`config.mk`:
```
export PLATFORM = sky130hd
export DESIGN_NAME = store_narrow_rmw
export DESIGN_NICKNAME = d
export VERILOG_FILES = /design/src/rtl/store_pkg.sv /design/src/rtl/lane_merge.sv /design/src/rtl/store_narrow_rmw.sv
export SDC_FILE = /design/constraint.sdc
export NUM_CORES = 1
export LEC_CHECK = 0
export ABC_AREA = 1
export BUFFER_PORTS_ARGS = -buffer_cell sky130_fd_sc_hd__buf_4
export CORE_ASPECT_RATIO = 0.6
export CORE_UTILIZATION = 50
export DETAILED_ROUTE_END_ITERATION = 10
export GPL_TIMING_DRIVEN = 1
export PLACE_DENSITY = 0.78
export SLEW_MARGIN = 20
export SYNTH_ARGS = -nofsm -noshare
export SYNTH_HDL_FRONTEND = slang
export SYNTH_SLANG_ARGS = --single-unit
```
`constraint.sdc`:
```
create_clock -name Clk -period 5 [get_ports Clk]
set_clock_uncertainty 0.1 [all_clocks]
set_input_delay 0.25 -clock Clk [delete_from_list [all_inputs] [get_ports Clk]]
set_output_delay 0.25 -clock Clk [all_outputs]
set_load 0.005 [all_outputs]
```
`src/rtl/store_pkg.sv`:
```
// Shared types for the store narrowing unit:
// size codes, FSM states and the latched request bundle.
package store_pkg;

  typedef enum logic [1:0] {
    SZ_BYTE = 2'b00,
    SZ_HALF = 2'b01,
    SZ_WORD = 2'b10,
    SZ_RSVD = 2'b11
  } size_e;

  typedef enum logic [1:0] {
    IDLE  = 2'd0,
    RD    = 2'd1,
    RWAIT = 2'd2,
    WR    = 2'd3
  } state_e;

  typedef struct packed {
    logic [1:0]  off;
    size_e       size;
    logic [31:0] data;
  } req_t;

endpackage

```
`src/rtl/lane_merge.sv`:
```
// Little-endian lane merge: drops the low byte/half of new_data into
// old_word at the lane picked by off; word (and 11) pass new_data.
module lane_merge
  import store_pkg::*;
(
  input  logic [31:0] old_word,
  input  logic [31:0] new_data,
  input  size_e       size,
  input  logic [1:0]  off,
  output logic [31:0] merged
);

  always_comb begin
    merged = old_word;
    unique case (1'b1)
      size == SZ_BYTE:
        merged[{off, 3'b000} +: 8] = new_data[7:0];
      size == SZ_HALF:
        merged[{off[1], 4'b0000} +: 16] = new_data[15:0];
      default:
        merged = new_data;
    endcase
  end

endmodule

```
`src/rtl/store_narrow_rmw.sv`:
```
// Store narrowing unit: word stores write directly, byte/half stores
// do read-modify-write. Define STORE_MISALIGN_TRAP_EN to reject
// misaligned half/word and reserved-size requests (done+err, no access).
// Ports: Clk/Clrn, req_* handshake, done/err, mem_* command/response.
module store_narrow_rmw
  import store_pkg::*;
(
  input  logic        Clk,
  input  logic        Clrn,
  input  logic        req_valid,
  output logic        req_ready,
  input  logic [31:0] req_addr,
  input  logic [31:0] req_data,
  input  logic [1:0]  req_size,
  output logic        done,
  output logic        err,
  output logic        mem_valid,
  input  logic        mem_ready,
  output logic        mem_we,
  output logic [31:0] mem_addr,
  output logic [31:0] mem_wdata,
  input  logic        mem_rvalid,
  input  logic [31:0] mem_rdata
);

  state_e      state;
  state_e      state_n;
  req_t        req_q;
  size_e       req_sz;
  logic        accept;
  logic        reject;
  logic        sub_word;
  logic [31:0] merged;

  assign req_sz    = size_e'(req_size);
  assign req_ready = (state == IDLE);
  assign accept    = req_ready && req_valid;
  assign sub_word  = (req_sz == SZ_BYTE) ||
                     (req_sz == SZ_HALF);

`ifdef STORE_MISALIGN_TRAP_EN
  assign reject =
    (req_sz == SZ_HALF && req_addr[0]) ||
    (req_sz == SZ_WORD && req_addr[1:0] != 2'b00) ||
    (req_sz == SZ_RSVD);
`else
  assign reject = 1'b0;
`endif

  lane_merge u_merge (
    .old_word (mem_rdata),
    .new_data (req_q.data),
    .size     (req_q.size),
    .off      (req_q.off),
    .merged   (merged)
  );

  always_comb begin
    state_n = state;
    unique case (state)
      IDLE:
        if (accept && !reject)
          state_n = sub_word ? RD : WR;
      RD:
        if (mem_ready) state_n = RWAIT;
      RWAIT:
        if (mem_rvalid) state_n = WR;
      WR:
        if (mem_ready) state_n = IDLE;
      default:
        state_n = IDLE;
    endcase
  end

  always_ff @(posedge Clk or negedge Clrn) begin
    if (!Clrn) state <= IDLE;
    else       state <= state_n;
  end

  // Command outputs are registered from the next state so they are
  // stable for the whole time a command is held by back-pressure.
  always_ff @(posedge Clk or negedge Clrn) begin
    if (!Clrn) begin
      req_q     <= '0;
      mem_valid <= 1'b0;
      mem_we    <= 1'b0;
      mem_addr  <= '0;
      mem_wdata <= '0;
      done      <= 1'b0;
      err       <= 1'b0;
    end else begin
      mem_valid <= (state_n == RD) || (state_n == WR);
      mem_we    <= (state_n == WR);
      done      <= (state == WR && mem_ready) ||
                   (accept && reject);
      err       <= accept && reject;
      if (accept) begin
        req_q     <= '{off: req_addr[1:0],
                       size: req_sz,
                       data: req_data};
        mem_addr  <= {req_addr[31:2], 2'b00};
        mem_wdata <= req_data;
      end
      if (state == RWAIT && mem_rvalid)
        mem_wdata <= merged;
    end
  end

endmodule

```
Word-level counts from Yosys, hierarchy flattened
Cells that the tools add are included.
- word-level logic and storage cells: 42
- flip-flop bits (word level): 103
- output and inout port bits: 69
- input bits: 103
- mux-type cells: 11
- $add $sub $neg: 2
- reduce and logical (&&, ||, !) cells: 9
- shift operators: 4
- equal/unequal tests: 7
- operators by type and width (kind ; number):
    $bwmux 32 ; 2
    $mux 32 ; 2
    $pmux 32 s2 ; 1
    $shift 16x7->32 const A ; 1
    $shift 8x7->32 const A ; 1
    $shiftx 16x7->32 ; 1
    $shiftx 8x7->32 ; 1
    $neg 5->7 ; 2
    $mux 2 ; 5
    $eq 2x1->1 const B ; 4
    $pmux 2 s4 ; 1
    $eq 2x2->1 const B ; 3
    $logic_not 2->1 ; 3
    $logic_and 1x1->1 ; 3
    $logic_or 1x1->1 ; 2
    $reduce_bool 2->1 ; 1

Depth between registers and ports, before layout
Gate-level depths: netlist (run 1).
- depth in word-level cells: 7
- mapped depth: 13
- depth with buffers taken out: 9

Modules after synthesis
From an unflattened synthesis (run 1), not the netlist that was laid out.
- cells, all modules: 868
- area total of the unflattened synthesis: 5875.6 um^2
- modules (own cells, without submodules) (module ; cells an instance ; sequential area each (um^2) ; area an instance (um^2) ; instances):
    store_narrow_rmw ; 513 ; 2552.4 ; 4305.4 ; 1
    lane_merge ; 355 ; 0.0 ; 1570.3 ; 1

Worst setup path before layout (run 1)
No wires, ideal clock.
- path type: reg-to-reg
- start: register req_q[35] (netlist name)
- end: register mem_wdata[10]
- stages on the path, launching flop included: 12
- data arrival time: 1.827 ns
- buffers on the path: 3
- slack: 2.996 ns
- library setup time: 0.077 ns
- data required time: 4.823 ns
- clock period less this slack: 2.004 ns
- cells stage by stage: dfrtp_1 > buf_6 > inv_1 > buf_6 > buf_6 > ha_1 > clkinv_1 > nor2_1 > nand2_1 > nand2_1 > nand2_1 > a21oi_1
- cells in the longest elaborated chain, start to end: 5
- elaborated cells between the ends (all ways): 10
- those cells by class: add/sub (2); shift (4); mux (4)
- RTL lines (element ; RTL line ; source):
    start: declaration ; store_narrow_rmw.sv:28 ; req_t req_q;
    start signal: assignment ; store_narrow_rmw.sv:98 ; req_q <= '{off: req_addr[1:0],
    $neg 5->7 (on tied branches) ; lane_merge.sv:19, lane_merge.sv:17 ;
    $shiftx 16x7->32 (tied with other cells) ; lane_merge.sv:19 ; merged[{off[1], 4'b0000} +: 16] = new_data[15:0];
    $bwmux 32 (on tied branches) ; lane_merge.sv:19, lane_merge.sv:17 ;
    $pmux 32 s2 (*) ; lane_merge.sv:15 ; unique case (1'b1)
    $mux 32 (*) ; store_narrow_rmw.sv:104 ; if (state == RWAIT && mem_rvalid)
    end signal: assignment ; store_narrow_rmw.sv:102 ; mem_wdata <= req_data;
    end signal: assignment ; store_narrow_rmw.sv:105 ; mem_wdata <= merged;
    end: declaration ; store_narrow_rmw.sv:21 ; output logic [31:0] mem_wdata,
Every way passes the cells marked *; elsewhere a longest branch is shown, timed or not.
A chain may end at the register's enable or synchronous reset.

Worst setup path in the final report (run 1)
- start: register req_q[35] (netlist name)
- end: register mem_wdata[14]
Same word-level chain as after synthesis.

==> reports/metrics.cfg, run 1 <==
[global_routing]
grt_use_total_pct=29.9
grt_pass1_vias=5653
grt_pass1_wl_microns=28500
grt-ovfl-total=0
grt_max_degree=75
antenna_found_initial=0

[die]
die_height_microns=86.3
rows=30
die-area_sq_mm=0.0123
fp.coreArea_sq_mm=0.0114
die_x_microns=143
start_util_pct=51.9
io_pins=172

[critical_path]
crit_required_ps=5180
r2r-end=mem_wdata[14]
cp_max_fo=22
r2r_start=req_q[35]
critPathKind=reg2reg
end_kind=flop
arrival_ps=3270
startpoint_type=flop
reg2reg_depth=9
r2r_slack_ps=1910

[sta]
grt_setup_unrepaired=false
finalSetupViolCount=0
max_freq_ghz=0.324
maxSlewHeadroom_pct=32.7
tightestPinTransition_ps=1010
period_needed_ps=3090
final_hold_viol_count=0
setup_tns_ps=0
drv_slew=0
setup_slack_ps=1910
fin_crit_sh_pct=61.8
whs_ps=4.81

[power_and_ir_drop]
ir_drop_mv=0.227
finalPower_mw=4.66
leakagePower_nw=4.37
cellPowerDensity_mw_per_mm2=605

[logic_synthesis]
synth_cell_types=29
synth_top_family_by_area=simple AND/OR/NAND/NOR gates
seq_area_frac_synth_pct=43.1
synth.area.mux_share_pct=0
syn_avg_cell_area_sq_um=6.83
yosys.area_share.xor_xnor_pct=0
syn_area_sq_mm=0.00592
ys_seq_elements=102
synth-compound-area-share_pct=7.77
synthCells=867
synth_fa_ha_area_share_pct=1.06
synthSimpleGateAreaFrac_pct=35.7
ys.warnings.count=0

[drt]
drt_iter0_markers=580
routed_wl_microns=17600
drc_errors=0
vias=6016
wl_per_cell_microns=14.7
first_pass_iters=5
final_antenna_net_count=0
viasPerCell=5.03

[status]
outcome=finished, final reports clean

[job]
max_cap_violations=0

[placed_design]
gp_congestion=0.892
dp_cells=1156
dp_hpwl_microns=11800
place_ws_ps=2040
place_area_sq_mm=0.00708
portBuffers=168

[final_layout]
n_antenna_cell=0
final_util_pct=67.6
final_common_cell=nand2_1
final_area_sq_mm=0.00771
areaGrowthSynthToFinish_pct=30.2
layout_common_cells=nand2_1, buf_4, nor2_1, dfrtp_1, inv_1
num-nets-final=1140
drive_gt1_share_pct=19.7
stdcell_count=1197

[clock_network]
cts.repair.resized=0
tritoncts=built
clock_latency_ps=350
htree_levels=3
clk_path_buf_depth=2
cts-buffers-inserted=9
clk_pin_slew_ps=70
root_buffer=clkbuf_16
clock_sinks=102

[hold_path]
hold_class=in2reg
hold_depth=3
hp-start=req_addr[13]
min_to=mem_addr[13]

## worst max-delay path: stages, from the launching register on
cell and delay [ps]:
dfrtp_1 850, inv_1 580, ha_1 390, clkinv_1 180, nand2_1 80, nor2_1 410, nand2_1 150, nand2_1 90
nand2_1 50, a21oi_1 140
## cell usage after synthesis, drive strengths merged
master  number  area (sq um)
nand2      305          1160
nor2       156           624
dfrtp      102          2550
inv         99           372
o21ai       55           275
nand3       43           220
buf         41           319
a21oi       34           185
nand4       16           100
ha           5          62.6
clkbuf       4          25.0
clkinv       4          15.0
and2         1          6.26
and3         1          6.26
conb         1          3.75
## metal layers
metal  track usage (%)  wire length (microns)  vias to the layer above
li1                  -                      -                     2960
met1              45.5                   8160                     2738
met2              43.0                   7340                      304
met3              8.29                   2010                       14
met4              4.01                    115                        0
met5                 0                      0                        -
## where the power goes
group	leakage [nW]	internal, mW	switching, mW	total (mW)
sequential	1.24	1.23	0.355	1.58
clock	0.186	0.569	0.323	0.891
combinational	2.94	0.881	1.31	2.19
total	4.37	2.67	1.99	4.66
## cell type report
cell class / count / area (sq um)
fillers: 1027 / 3700
multi-input cells: 619 / 2650
flip-flops and latches: 102 / 2550
repair buffers: 197 / 1540
inverters: 103 / 387
clock buffers: 11 / 253
well taps: 160 / 200
clock inverters: 5 / 129
## registers in the layout (all words and copies together) (netlist names)
name / flops
req_q: 36
mem_wdata: 32
mem_addr: 30
state: 2
done: 1
mem_we: 1
## what timing repair did
item,CTS,global route
buffers inserted,0,0
hold buffers,25,0
hold endpoints to repair,90,0
## cell families (layout without fill, tap and decap cells)
group | after synthesis | count (layout)
AND/OR/NAND/NOR | 522 | 522
buffers and inverters | 148 | 316
flip-flops | 102 | 102
AO/OA/AOI/OAI | 89 | 89
adder cells (fa/ha/maj) | 5 | 5
other | 1 | 3
## worst max-delay path by stage
stage / startpoint / to / slack, ps / depth (start not counted)
finish: req_q[35] / mem_wdata[14] / 1910 / 9
floorplan: req_q[35] / mem_wdata[10] / 3000 / 11
global placement: req_q[35] / mem_wdata[8] / 2120 / 9
CTS: req_q[35] / mem_wdata[14] / 2000 / 9
global route: req_q[35] / mem_wdata[13] / 1670 / 9
detailed placement: req_q[35] / mem_wdata[21] / 2040 / 8
Note: power is estimated with default switching activity, not from simulation.
==> run 2: changes to the inputs <==
--- a/config.mk
+++ b/config.mk
@@ -8,10 +8,10 @@
 export ABC_AREA = 1
 export BUFFER_PORTS_ARGS = -buffer_cell sky130_fd_sc_hd__buf_4
 export CORE_ASPECT_RATIO = 0.6
-export CORE_UTILIZATION = 50
+export CORE_UTILIZATION = 48
 export DETAILED_ROUTE_END_ITERATION = 10
 export GPL_TIMING_DRIVEN = 1
-export PLACE_DENSITY = 0.78
+export PLACE_DENSITY = 0.79
 export SLEW_MARGIN = 20
 export SYNTH_ARGS = -nofsm -noshare
 export SYNTH_HDL_FRONTEND = slang
==> constraint.sdc (replaced) <==
create_clock -name Clk -period 2.6 [get_ports Clk]
set_clock_uncertainty 0.1 [all_clocks]
set_input_delay 0.13 -clock Clk [delete_from_list [all_inputs] [get_ports Clk]]
set_output_delay 0.13 -clock Clk [all_outputs]
set_load 0.005 [all_outputs]
==> run 2 against run 1 <==
Global-route usage fell by 0.47 points. Critical path depth did not move. Setup slack got worse by 1500 ps. Die area rose by 4.1%. Sequential power rose by 85%. Clock power rose by 52%. Fmax rose by 40%. Highest routed layer unchanged.
==> reports/metrics.cfg, run 2 (synthesized netlist as in run 1, its figures left out) <==
[status]
outcome=finished, final reports clean

[drt]
routed_wl_microns=18400  ; +4.1%
first_pass_iters=5  ; unchanged
final_antenna_net_count=0  ; unchanged
drt_iter0_markers=567  ; -2.2%
wl_per_cell_microns=14.6  ; -0.63%
drc_errors=0  ; unchanged
vias=6199  ; +3.0%
viasPerCell=4.94  ; -1.6%

[final_layout]
drive_gt1_share_pct=19.7  ; +0.071 points
layout_common_cells=nand2_1, buf_4, nor2_1, dfrtp_1, inv_1
multiInputGateArea_sq_mm=0.00265  ; unchanged
areaGrowthSynthToFinish_pct=37.5
seq_area_sq_mm=0.00255  ; unchanged
num-nets-final=1192  ; +4.6%
largest_registers=req_q (36), mem_wdata (32), mem_addr (30)
fill_cells=1023  ; -0.39%
largest-register=req_q
largest_reg_flops=36  ; unchanged
n_antenna_cell=0  ; unchanged
final_common_cell=nand2_1

[critical_path]
worstPathCellList=inv_1, ha_1, clkinv_1, nand2_1, nor2_1, nand2_1, nand2_1, nand2_1, a21oi_1
crit_path_max_incr_delay_ps=530  ; -320 ps
crit_path_frequent_cell=nand2_1
arrival_ps=2390  ; -880 ps
end_kind=flop
cp_slowest_cell=dfrtp_1
crit_family=simple AND/OR/NAND/NOR gates
crit_required_ps=2780  ; -2400 ps
cp_max_fo=10  ; -55%
critPathKind=reg2reg
cp_num_buf_inv=2  ; unchanged
startpoint_type=flop

[clock_network]
tritoncts=built
htree_levels=3  ; unchanged
clock_latency_ps=350  ; about the same
clock_sinks=102  ; unchanged
clk_pin_slew_ps=70  ; about the same
root_buffer=clkbuf_16
cts-buffers-inserted=9  ; unchanged
clk_path_buf_depth=2  ; unchanged

[job]
max_cap_violations=0  ; unchanged

[sta]
period_needed_ps=2210  ; -878 ps
max_freq_ghz=0.452  ; +40%
grt_setup_unrepaired=false
final_hold_viol_count=0  ; unchanged
maxSlewHeadroom_pct=54.3  ; +22 points
finalSetupViolCount=0  ; unchanged
tightestPinTransition_ps=686  ; -324 ps
setup_tns_ps=0  ; unchanged
whs_ps=7.24  ; +2.43 ps
fin_crit_sh_pct=85.0  ; +23 points
drv_slew=0  ; unchanged

[placed_design]
dp_hpwl_microns=12200  ; +3.5%
portBuffers=168  ; unchanged
gp_congestion=0.870  ; -2.5%

[die]
rows=31  ; +3.3%
io_pins=172  ; unchanged
die-area_sq_mm=0.0128  ; +4.1%
fp.coreArea_sq_mm=0.0120  ; +5.4%
die_height_microns=88.1  ; +2.0%
start_util_pct=49.3  ; -2.6 points
die_x_microns=145  ; +2.0%

[power_and_ir_drop]
cellPowerDensity_mw_per_mm2=1080  ; +79%
leakagePower_nw=4.55  ; +4.2%
finalPower_mw=8.84  ; +89%
ir_drop_mv=0.509  ; +120%

[global_routing]
antenna_found_initial=0  ; unchanged
grt_pass1_vias=5737  ; +1.5%
grt_use_total_pct=29.4  ; -0.47 points
grt_pass1_wl_microns=29300  ; +2.9%
grt-ovfl-total=0  ; unchanged
grt_max_degree=105  ; +40%

[hold_path]
hold_class=in2reg

==> run 2: cell types whose count changed in the layout (fill, tap and decap cells not counted), sizes merged <==
cell,before,now
buf,172,183
bufinv,4,0
clkbuf,11,10
clkinv,5,4
clkinvlp,0,2
dlygate4sd3,25,66
inv,99,103
==> run 2: metal layers <==
metal	up-vias	wire length (microns)	global-route usage, %
met3	24	1860	7.08
met4	0	191	5.93
met5	-	0	0
met1	2786	8650	43.7
met2	314	7650	43.5
li1	3075	-	-
==> run 2: layout make-up <==
| cell class | count | share of cell area (%) |
|---|---|---|
| timing repair buffer | 249 | 25.3 |
| inverter | 103 | 4.75 |
| multi-input combinational | 619 | 32.5 |
| clock inverter | 6 | 0.645 |
| sequential | 102 | 31.3 |
| tap | 165 | 2.53 |
| clock buffer | 10 | 2.93 |
==> run 2: path summary, 6_finish.rpt <==
check / start / end / slack, ps / depth (start not counted)
setup reg to reg: req_q[35] / mem_wdata[12] / 390 / 9
max in group asynchronous: Clrn / mem_addr[23] / 1470 / 3
hold / removal: req_data[31] / req_q[31] / 7 / 3
hold reg to reg: req_q[17] / req_q[17] / 390 / 2
min in group asynchronous: Clrn / mem_wdata[10] / 220 / 2
setup / recovery: req_q[35] / mem_wdata[12] / 390 / 9
==> run 2: stage by stage <==
step | util (%) | cells | area, sq um | setup slack (ps)
finish | 67.7 | 1254 | 8150 | 389
global route | 67.7 | 1254 | 8150 | 180
global placement | 59.8 | 1172 | 7190 | 541
detailed placement | 59.8 | 1172 | 7190 | 424
CTS | 67.7 | 1254 | 8150 | 400
floorplan | - | 869 | 5930 | 596
==> run 2: power breakdown <==
group	internal, mW	total, mW	switching, mW
sequential	2.36	2.92	0.562
clock	0.694	1.35	0.657
combinational	1.84	4.56	2.72
total	4.89	8.84	3.94
==> run 2: timing repair <==
item | in CTS | in global routing
resized for setup | 0 | 0
buffers inserted | 0 | 0
endpoints found under the hold margin | 106 | 0
hold buffers | 66 | 0
==> run 2: tightest hold or removal path, stage by stage <==
cell and delay (ps):
buf_4 80, inv_1 50, o21ai_0 160
==> run 3: changes to the inputs <==
--- a/config.mk
+++ b/config.mk
@@ -7,7 +7,7 @@
 export LEC_CHECK = 0
 export ABC_AREA = 1
 export BUFFER_PORTS_ARGS = -buffer_cell sky130_fd_sc_hd__buf_4
-export CORE_ASPECT_RATIO = 0.6
+export CORE_ASPECT_RATIO = 2
 export CORE_UTILIZATION = 48
 export DETAILED_ROUTE_END_ITERATION = 10
 export GPL_TIMING_DRIVEN = 1
==> run 3 against run 2 <==
Clock power about the same. Flip-flop and latch count stayed put. Setup slack improved by 79 ps. Non-clock buffer count increased by 2. Routed wire length shrank 3.9%. The run now ends with negative hold slack left. Sequential share of layout area about the same. Fmax up 3.7%. Global-route usage is 0.68 points lower.
==> reports/metrics.cfg, run 3 (synthesized netlist as in run 1, its figures left out) <==
[status]
outcome=complete, but fails checks
violations=negative hold slack

[sta]
period_needed_ps=2130  ; -79.5 ps
max_freq_ghz=0.469  ; +3.7%
finalSetupViolCount=0  ; unchanged
tightestPinTransition_ps=672  ; -13.4 ps
setup_tns_ps=0  ; unchanged
maxSlewHeadroom_pct=55.2  ; +0.89 points
drv_slew=0  ; unchanged
grt_setup_unrepaired=false
setup_slack_ps=469  ; +79.5 ps
whs_ps=-5.33  ; -12.6 ps
fin_crit_sh_pct=82.0  ; -3.1 points
final_hold_viol_count=1  ; +1

[placed_design]
portBuffers=168  ; unchanged
place_area_sq_mm=0.00719  ; -0.10%
dp_hpwl_microns=12300  ; +0.96%
place_ws_ps=506  ; +81.5 ps
gp_congestion=0.937  ; +7.8%

[critical_path]
critPathKind=reg2reg
cp_max_fo=13  ; +3
arrival_ps=2300  ; -90 ps
end_kind=flop
startpoint_type=flop
crit_required_ps=2760  ; -20 ps

[clock_network]
cts-buffers-inserted=9  ; unchanged
htree_levels=3  ; unchanged
clk_pin_slew_ps=70  ; about the same
tritoncts=built
clock_latency_ps=350  ; about the same
root_buffer=clkbuf_16
cts_setup_buffers=0  ; unchanged
clock_sinks=102  ; unchanged
clk_path_buf_depth=2  ; unchanged

[drt]
first_pass_iters=5  ; unchanged
drc_errors=0  ; unchanged
wl_per_cell_microns=14.2  ; -2.6%
drt_iter0_markers=478  ; -16%
routed_wl_microns=17600  ; -3.9%
vias=6178  ; -0.34%
final_antenna_net_count=0  ; unchanged
viasPerCell=4.99  ; +0.95%

[power_and_ir_drop]
ir_drop_mv=0.578  ; +13%
power_switching_mw=3.83  ; -2.7%
p_int_mw=4.87  ; -0.52%
power_frac_clock_pct=15.2  ; about the same
cellPowerDensity_mw_per_mm2=1070  ; -1.4%
leakagePower_nw=4.56  ; +0.25%
switching_share_pct=44.1  ; -0.55 points
seqPwrFrac_pct=33.5  ; +0.4 points
pwr-share-comb_pct=51.2  ; -0.4 points

[hold_path]
hold_class=in2reg

[die]
rows=57  ; +84%
die-area_sq_mm=0.0128  ; about the same
start_util_pct=49.2  ; -0.12 points
die_height_microns=159  ; +81%
io_pins=172  ; unchanged
die_x_microns=80.6  ; -45%
fp.coreArea_sq_mm=0.0121  ; +0.24%

[final_layout]
seq_area_sq_mm=0.00255  ; unchanged
layout_common_cells=nand2_1, buf_4, nor2_1, dfrtp_1, inv_1
largest-register=req_q
fill_cells=1028  ; +0.49%
multiInputGateArea_sq_mm=0.00265  ; unchanged
final_common_cell=nand2_1
n_antenna_cell=0  ; unchanged
largest_reg_flops=36  ; unchanged
largest_registers=req_q (36), mem_wdata (32), mem_addr (30)
drive_gt1_share_pct=19.9  ; +0.15 points
num-nets-final=1194  ; +0.17%
areaGrowthSynthToFinish_pct=37.4  ; about the same
final_area_sq_mm=0.00814  ; about the same

[global_routing]
grt-ovfl-total=0  ; unchanged
grt_use_met2_pct=52.0  ; +8.5 points
busiest_layer=met2
grt_pass1_vias=6100  ; +6.3%
grt_pass1_wl_microns=28700  ; -2.2%
grt_use_total_pct=28.8  ; -0.68 points
grt_use_met3_pct=3.61  ; -3.5 points
grt_max_degree=75  ; -29%
met1_usage_pct=31.5  ; -12 points
antenna_found_initial=0  ; unchanged

[job]
max_cap_violations=0  ; unchanged

## run 3: what timing repair did
| item | CTS | global route |
|---|---|---|
| setup endpoints to repair | 0 | 0 |
| hold buffers | 66 | 0 |
| gates resized for setup | 0 | 0 |
| hold endpoints to repair | 99 | 0 |
## run 3: critical path, cell delays in order, from the launching register on
cell	delay [ps]
dfrtp_1	390
inv_1	310
ha_1	230
clkinv_1	210
nor2_1	460
nand2_1	110
nand2_1	70
nand2_1	50
a21oi_1	130
## run 3: area by class of cell
type / instances / share of cell area, %
inverter: 103 / 4.75
clock buffer: 9 / 2.77
tap: 147 / 2.26
clock inverter: 7 / 0.815
sequential: 102 / 31.4
multi-input combinational: 619 / 32.5
timing repair buffer: 251 / 25.5
## run 3: power groups by stage
stage	sequential, mW	clock, mW	combinational, mW
4_1_cts	2.90	1.35	4.41
3_5_place_dp	2.90	0	4.32
3_3_place_gp	2.91	0	4.23
6_report	2.92	1.33	4.46
2_1_floorplan	2.82	0	2.86
5_1_grt	2.99	1.41	5.00
## run 3: path summary, 6_finish.rpt
| check | startpoint | endpoint | slack [ps] | cells past startpoint |
|---|---|---|---|---|
| hold / removal | req_data[30] | req_q[30] | -5 | 3 |
| min in group asynchronous | Clrn | req_q[9] | 200 | 2 |
| max in group asynchronous | Clrn | req_q[3] | 1560 | 3 |
| setup / recovery | req_q[35] | mem_wdata[8] | 470 | 8 |
| hold reg to reg | req_q[17] | req_q[17] | 380 | 2 |
| setup reg to reg | req_q[35] | mem_wdata[8] | 470 | 8 |
## run 3: per-stage QoR
| step | util (%) | total power [mW] | instances |
|---|---|---|---|
| floorplan | - | 5.68 | 869 |
| finish | 67.5 | 8.70 | 1238 |
| global placement | 59.6 | 7.14 | 1156 |
| detailed placement | 59.6 | 7.22 | 1156 |
| CTS | 67.5 | 8.66 | 1238 |
| global route | 67.5 | 9.40 | 1238 |
## run 3: routing by layer
metal / part of all wire [%] / vias up
met2: 54 / 252
met1: 36 / 2801
met5: 0 / -
li1: - / 3069
met3: 5.0 / 56
met4: 5.0 / 0
